$ cat src/rtl/alu_writeback_pkg.sv
// alu_writeback_pkg: shared condition codes, flag bit indices and writeback buffer states.
package alu_writeback_pkg;
  localparam int FLAG_S = 3;
  localparam int FLAG_C = 2;
  localparam int FLAG_Z = 1;
  localparam int FLAG_P = 0;
  localparam logic [3:0] COND_ALWAYS = 4'd0;
  localparam logic [3:0] COND_Z      = 4'd1;
  localparam logic [3:0] COND_NZ     = 4'd2;
  localparam logic [3:0] COND_C      = 4'd3;
  localparam logic [3:0] COND_NC     = 4'd4;
  localparam logic [3:0] COND_S      = 4'd5;
  localparam logic [3:0] COND_NS     = 4'd6;
  localparam logic [3:0] COND_P      = 4'd7;
  localparam logic [3:0] COND_NP     = 4'd8;
  localparam logic [3:0] COND_CZ     = 4'd9;
  localparam logic [3:0] COND_NCZ    = 4'd10;
  typedef enum logic {WB_EMPTY = 1'b0, WB_FULL = 1'b1} wb_state_t;
endpackage

$ cat src/rtl/alu_writeback_cond_eval.sv
// alu_writeback_cond_eval: combinational branch condition from the {S,C,Z,P} flags register.
module alu_writeback_cond_eval
  import alu_writeback_pkg::*;
(
  input  logic [3:0] i_flags,
  input  logic [3:0] i_cond,
  output logic       o_true
);
  logic w_s, w_c, w_z, w_p;
  assign w_s = i_flags[FLAG_S];
  assign w_c = i_flags[FLAG_C];
  assign w_z = i_flags[FLAG_Z];
  assign w_p = i_flags[FLAG_P];
  always_comb begin
    case (i_cond)
      COND_ALWAYS: o_true = 1'b1;
      COND_Z:      o_true = w_z;
      COND_NZ:     o_true = !w_z;
      COND_C:      o_true = w_c;
      COND_NC:     o_true = !w_c;
      COND_S:      o_true = w_s;
      COND_NS:     o_true = !w_s;
      COND_P:      o_true = w_p;
      COND_NP:     o_true = !w_p;
      COND_CZ:     o_true = w_c | w_z;
      COND_NCZ:    o_true = !(w_c | w_z);
      default:     o_true = 1'b0;
    endcase
  end
endmodule

$ cat src/rtl/alu_writeback.sv
// alu_writeback: one-entry ALU result buffer to the regfile write port, flags register, branch conditions, bypass.
// ALU_WB_FLAG_SHADOW_EN adds an interrupt shadow copy of the flags (INT_ENTER saves, INT_RETURN restores).
module alu_writeback
  import alu_writeback_pkg::*;
#(
  parameter int DATA_W = 16,
  parameter int REG_AW = 4
) (
  input  logic              i_clk,
  input  logic              i_reset_n,
  input  logic              i_in_valid,
  output logic              o_in_ready,
  input  logic [DATA_W-1:0] i_result,
  input  logic              i_sign,
  input  logic              i_carry,
  input  logic              i_zero,
  input  logic              i_parity,
  input  logic [REG_AW-1:0] i_dest,
  input  logic              i_wb_en,
  input  logic              i_flags_en,
  output logic              o_wr_req,
  input  logic              i_wr_ack,
  output logic [REG_AW-1:0] o_wr_addr,
  output logic [DATA_W-1:0] o_wr_data,
  input  logic              i_flags_ld,
  input  logic [3:0]        i_flags_din,
  output logic [3:0]        o_flags_q,
  input  logic [3:0]        i_cond,
  output logic              o_cond_true,
  input  logic [REG_AW-1:0] i_ra_addr,
  input  logic [REG_AW-1:0] i_rb_addr,
`ifdef ALU_WB_FLAG_SHADOW_EN
  input  logic              i_int_enter,
  input  logic              i_int_return,
`endif
  output logic              o_byp_a_hit,
  output logic              o_byp_b_hit,
  output logic [DATA_W-1:0] o_byp_data
);
  wb_state_t         r_state;
  logic [REG_AW-1:0] r_wr_addr;
  logic [DATA_W-1:0] r_wr_data;
  logic [3:0]        r_flags;
  logic              w_full, w_done, w_accept, w_flag_upd;
  logic [3:0]        w_alu_flags, w_flags_nxt;
  assign w_full      = (r_state == WB_FULL);
  assign w_done      = w_full & i_wr_ack;
  assign o_in_ready  = !w_full | i_wr_ack;
  assign w_accept    = i_in_valid & o_in_ready;
  assign w_flag_upd  = w_accept & i_flags_en;
  assign w_alu_flags = {i_sign, i_carry, i_zero, i_parity};
  // A new writeback accept replaces a completing entry in the same cycle, so no bubble.
  always_ff @(posedge i_clk) begin
    if (!i_reset_n) begin
      r_state   <= WB_EMPTY;
      r_wr_addr <= '0;
      r_wr_data <= '0;
    end else if (w_accept && i_wb_en) begin
      r_state   <= WB_FULL;
      r_wr_addr <= i_dest;
      r_wr_data <= i_result;
    end else if (w_done) begin
      r_state   <= WB_EMPTY;
    end
  end
`ifdef ALU_WB_FLAG_SHADOW_EN
  logic [3:0] r_shadow;
  assign w_flags_nxt = i_int_return ? r_shadow : i_flags_ld ? i_flags_din : w_flag_upd ? w_alu_flags : r_flags;
  always_ff @(posedge i_clk) begin
    if (!i_reset_n) r_shadow <= 4'b0000;
    else if (i_int_enter) r_shadow <= w_flag_upd ? w_alu_flags : r_flags;
  end
`else
  assign w_flags_nxt = i_flags_ld ? i_flags_din : w_flag_upd ? w_alu_flags : r_flags;
`endif
  always_ff @(posedge i_clk) begin
    if (!i_reset_n) r_flags <= 4'b0000;
    else r_flags <= w_flags_nxt;
  end
  assign o_wr_req    = w_full;
  assign o_wr_addr   = r_wr_addr;
  assign o_wr_data   = r_wr_data;
  assign o_flags_q   = r_flags;
  assign o_byp_a_hit = w_full & (i_ra_addr == r_wr_addr);
  assign o_byp_b_hit = w_full & (i_rb_addr == r_wr_addr);
  assign o_byp_data  = r_wr_data;
  alu_writeback_cond_eval u_cond (
    .i_flags(r_flags),
    .i_cond (i_cond),
    .o_true (o_cond_true)
  );
endmodule

$ cat config.mk
export PLATFORM = sky130hd
export DESIGN_NAME = alu_writeback
export DESIGN_NICKNAME = d
export VERILOG_FILES = /design/src/rtl/alu_writeback_pkg.sv /design/src/rtl/alu_writeback_cond_eval.sv /design/src/rtl/alu_writeback.sv
export SDC_FILE = /design/constraint.sdc
export NUM_CORES = 1
export LEC_CHECK = 0
export CORE_MARGIN = 5
export CORE_UTILIZATION = 33
export DETAILED_ROUTE_END_ITERATION = 8
export GPL_ROUTABILITY_DRIVEN = 0
export PLACE_DENSITY = 0.74
export SLEW_MARGIN = 20
export SYNTH_ARGS = -nofsm -noshare
export SYNTH_HDL_FRONTEND = slang
export SYNTH_SLANG_ARGS = --single-unit
$ cat constraint.sdc
create_clock -name i_clk -period 2.5 [get_ports i_clk]
set_input_delay 0.5 -clock i_clk [delete_from_list [all_inputs] [get_ports i_clk]]
set_output_delay 0.5 -clock i_clk [all_outputs]
set_load 0.03 [all_outputs]
==> Word level (Yosys, flattened, before mapping) <==
Index checks and enable logic that the tools add are counted.
{ "totals": {"ff_bits": 25, "wordCells": 38} }
{ "op_classes": {"eq_ne": 12, "mux": 5, "n_bitwise": 7, "reduce_logical": 10} }
{ "ops": {"columns": ["op", "count"], "rows": [
  ["$eq 4x3->1 const B", 4],
  ["$eq 4x4->1 const B", 3],
  ["$pmux 1 s11", 1],
  ["$eq 4x2->1 const B", 2],
  ["$eq 4x4->1", 2],
  ["$mux 4", 2],
  ["$logic_not 1->1", 6],
  ["$and 1x1->1", 5],
  ["$eq 4x1->1 const B", 1],
  ["$logic_not 4->1", 1],
  ["$reduce_bool 2->1", 2],
  ["$mux 1", 2],
  ["$or 1x1->1", 2],
  ["$logic_and 1x1->1", 1]
]} }

==> Depth between registers and ports, before layout <==
{ "logic_depth": {"depth_word": 6, "depth_mapped": 5} }

==> Modules after synthesis <==
Synthesis repeated with hierarchy kept, for this count alone.
{ "hier_totals": {"hier_cells": 161, "hier_area_um2": 1387.6} }
{ "modules_own_cells": {"columns": ["mod", "instances", "cells_per_inst", "area_per_inst_um2", "seq_area_each_um2"], "rows": [
  ["alu_writeback", 1, 146, 1273.7, 500.5],
  ["alu_writeback_cond_eval", 1, 15, 113.9, 0.0]
]} }

==> Worst setup path before layout <==
Ideal clock, no wire load.
{ "synth_path": {"path_kind": "reg-to-output", "from": "reg r_wr_addr[1], in the netlist o_wr_addr[1]", "to": "out o_byp_a_hit", "arrival_time_ns": 1.677, "setup_slack_ns": 0.323, "path_stages_with_launch": 4, "path_buffers": 0, "path_cell_list": "dfxtp_1 -> xnor2_1 -> nand2_1 -> nor4_1"} }
{ "synth_via": {"elab_chain_cells": 2} }
{ "synth_rtl": {"columns": ["item", "line", "source"], "rows": [
  ["from (decl)", "alu_writeback.sv:41", "logic [REG_AW-1:0] r_wr_addr;"],
  ["from (signal assigned)", "alu_writeback.sv:60", "r_wr_addr <= i_dest;"],
  ["$eq 4x4->1", "alu_writeback.sv:84", "assign o_byp_a_hit = w_full & (i_ra_addr == r_wr_addr);"],
  ["$and 1x1->1", "alu_writeback.sv:84", null],
  ["to (decl)", "alu_writeback.sv:36", "output logic o_byp_a_hit,"]
]} }
Every way passes these cells.

==> Final worst setup path <==
{ "layout_path": {"from": "in i_cond[1]", "to": "out o_cond_true"} }
{ "layout_via": {"elab_chain_cells": 2, "elab_cells_between_ends": 12, "classes_between": "eq/ne: 10; mux: 1; reduce/logical: 1"} }
{ "layout_rtl": {"columns": ["item", "line", "source"], "rows": [
  ["from (decl)", "alu_writeback.sv:28", "input logic [3:0] i_cond,"],
  ["$eq 4x4->1 (tied with other cells)", "alu_writeback_cond_eval.sv:15", "case (i_cond)"],
  ["$pmux 1 s11 (*)", "alu_writeback_cond_eval.sv:15", null],
  ["to (decl)", "alu_writeback.sv:29", "output logic o_cond_true,"]
]} }
Every way passes the cells marked *; elsewhere a longest branch is shown, timed or not.

==> impl_results.md <==
- Post-Place Cell Area: 0.002132 mm^2
- Share of layout cells above drive strength 1: 6.550%
- WP data required: 2.00 ns
- F_max: 426.3 MHz
- Max cap viols: 0
- Pleak: 0.8509 nW
- DRT iter0 DRCs: 42
- Min-delay worst type: reg2reg
- RSZ-0062 raised after global routing: no
- CP Class: in2out
- Post-route ant nets: 0
- Final core occ: 58.16%
- Post-Layout Cell Count: 277
- Commonest non-fill, non-tap cell in the layout: clkdlybuf4s50_1
- Hold Slack: 0.4798 ns
- Setup WS post-layout: 0.1544 ns
- Yosys reg bits: 25
- H-tree Lvls: 1
- Syn-to-layout area delta: 67.31%
- First-pass GRT wire length: 5.478 mm
- Antenna diodes: 0
- I/O pins: 92
- Postcts setup bufs: 0
- CTS tree: done
- Die area: 0.005299 mm^2
- Detailed Place HPWL: 2.839 mm
- Max-slew violations: 0
- Max Buffers Root-to-Sink: 2
- Cell taking the most area after synthesis: dfxtp_1
- Max-slew headroom: 78.49%
- Hold Fails Final Rpt: 0
- Peak VDD IR: 0.3121 mV
- Synth Area per Inst: 8.505 um^2
- Crit. End Element: primary output
- Setup crit start kind: primary input
- WL per Instance: 12.71 um
- Pin count of the biggest net entering global routing: 22
- Netlist cell types: 26
- Worst slew pin tran: 0.3217 ns
- Worst path arrival time: 1.85 ns
- Initial Util: 34.76%
- Fin crit share: 93.82%
- Post-CTS resize count: 0
- Post-CTS Hold Buffers: 0
- Pre-antenna DRT Iters: 4
- Overflow after GRT: 0
- Design Power: 0.9759 mW
- FILL cells: 375
- Synth Instances: 153
- Vias: 1245
- Synth warnings: 0
- Crit path max fanout: 2
- Setup Slack @ Placement: 0.1415 ns
- Pwr dens: 448.3 mW/mm^2
- Core area: 0.003744 mm^2
- Die X: 72.80 um
- Post-Route WL: 3.521 mm
- Setup TNS: 0 ns
- Placed cell count: 273
- Clk sinks: 25
- DR DRC count: 0
- GRT Total Usage: 13.03%
- Syn Nets: 200
- Area share of the largest cell type after synthesis: 38.46%
- Most frequent cells in the layout: clkdlybuf4s50_1, nand2_1, dfxtp_1, a21boi_0, buf_4
- Vias/cell: 4.495
- Die Y: 72.80 um
- Post-Syn Area: 0.001301 mm^2
- Worst skew pair latency: 0.26 ns
- Final Instance Area: 0.002177 mm^2
- Clk root buf: clkbuf_8
- Status: complete, no violations
- Top cells by area, synth: dfxtp_1, nand2_1, a21boi_0
- Min Tclk post-route: 2.346 ns
- Cts bufs inserted: 3
- PortBufs: 91
- Clock skew: 0.007116 ns
- Vias in the first global route: 1208
- Row Count: 22
- Setup violations, final: 0
- Clock edge transition at the registers on the reported setup and hold paths: 0.08 ns
- Sequential area share after synthesis: 38.46%
- Antenna violations before repair: 0
- Nets: 277
registers in the layout (all words and copies together) (netlist names):
| signal | flops |
|---|---|
| o_byp_data | 16 |
| o_wr_req | 1 |
| o_wr_addr | 4 |
| o_flags_q | 4 |
where the power goes:
group	switching [mW]	total [mW]	internal (mW)	leakage (nW)
Clock	0.117	0.230	0.114	0.0228
Sequential	0.0215	0.441	0.420	0.205
Combinational	0.143	0.305	0.162	0.623
per-layer routing:
layer	up-vias	global-route usage, %	wire, um
met5	-	0	0
li1	643	-	-
met3	2	2.755	289
met2	49	23.95	1765
met4	0	4.303	34
met1	551	14.78	1431
cells by family (layout without fill, tap and decap cells):
logic type / Yosys count / after routing / share of synthesized area (%)
compound gates: 32 / 32 / 19.71
buf+inv: 26 / 102 / 13.65
simple gates: 55 / 55 / 17.12
flops: 25 / 25 / 38.46
mux: 6 / 6 / 5.000
xor+xnor: 9 / 9 / 6.058
path summary, 6_finish.rpt:
kind                              startpoint                          end  slack, ns  depth (start not counted)
setup / recovery                   i_cond[1]                  o_cond_true       0.15                          6
hold / removal    o_byp_data[8]$_SDFFE_PN0P_   o_byp_data[8]$_SDFFE_PN0P_       0.48                          2
setup reg to reg       o_wr_req$_SDFFE_PN0P_  o_byp_data[14]$_SDFFE_PN0P_       1.11                          6
hold reg to reg   o_byp_data[8]$_SDFFE_PN0P_   o_byp_data[8]$_SDFFE_PN0P_       0.48                          2
critical path, cell delays in order:
cell	delay [ns]
clkdlybuf4s50_1	0.50
mux2_4	0.31
a22oi_2	0.11
nor2_1	0.07
o31ai_2	0.17
buf_4	0.19
layout make-up:
type | count | area [um^2] | share of cell area [%]
flip-flops and latches | 25 | 500.5 | 22.99
clock buffers | 4 | 45.04 | 2.069
multi-input cells | 102 | 623.1 | 28.62
well taps | 48 | 60.06 | 2.759
repair buffers | 96 | 940.9 | 43.22
inverters | 2 | 7.507 | 0.3448
synthesized netlist by cell type:
cell type	instances
xor2_1	7
xnor2_1	2
o31ai_2	1
buf_2	1
nand2b_1	1
clkbuf_1	3
nand3_1	1
mux2i_1	5
buf_4	19
a21oi_1	1
o21ai_0	1
a22oi_2	1
nor4_1	3
dfxtp_1	25
nor2_1	2
nor2b_1	1
mux2_4	1
buf_6	1
and3_1	1
nand2_1	46
a31oi_1	1
a21boi_0	21
a31o_2	1
a221oi_1	1
inv_1	2
o211a_1	4
Power figures use the tool's default switching activity.
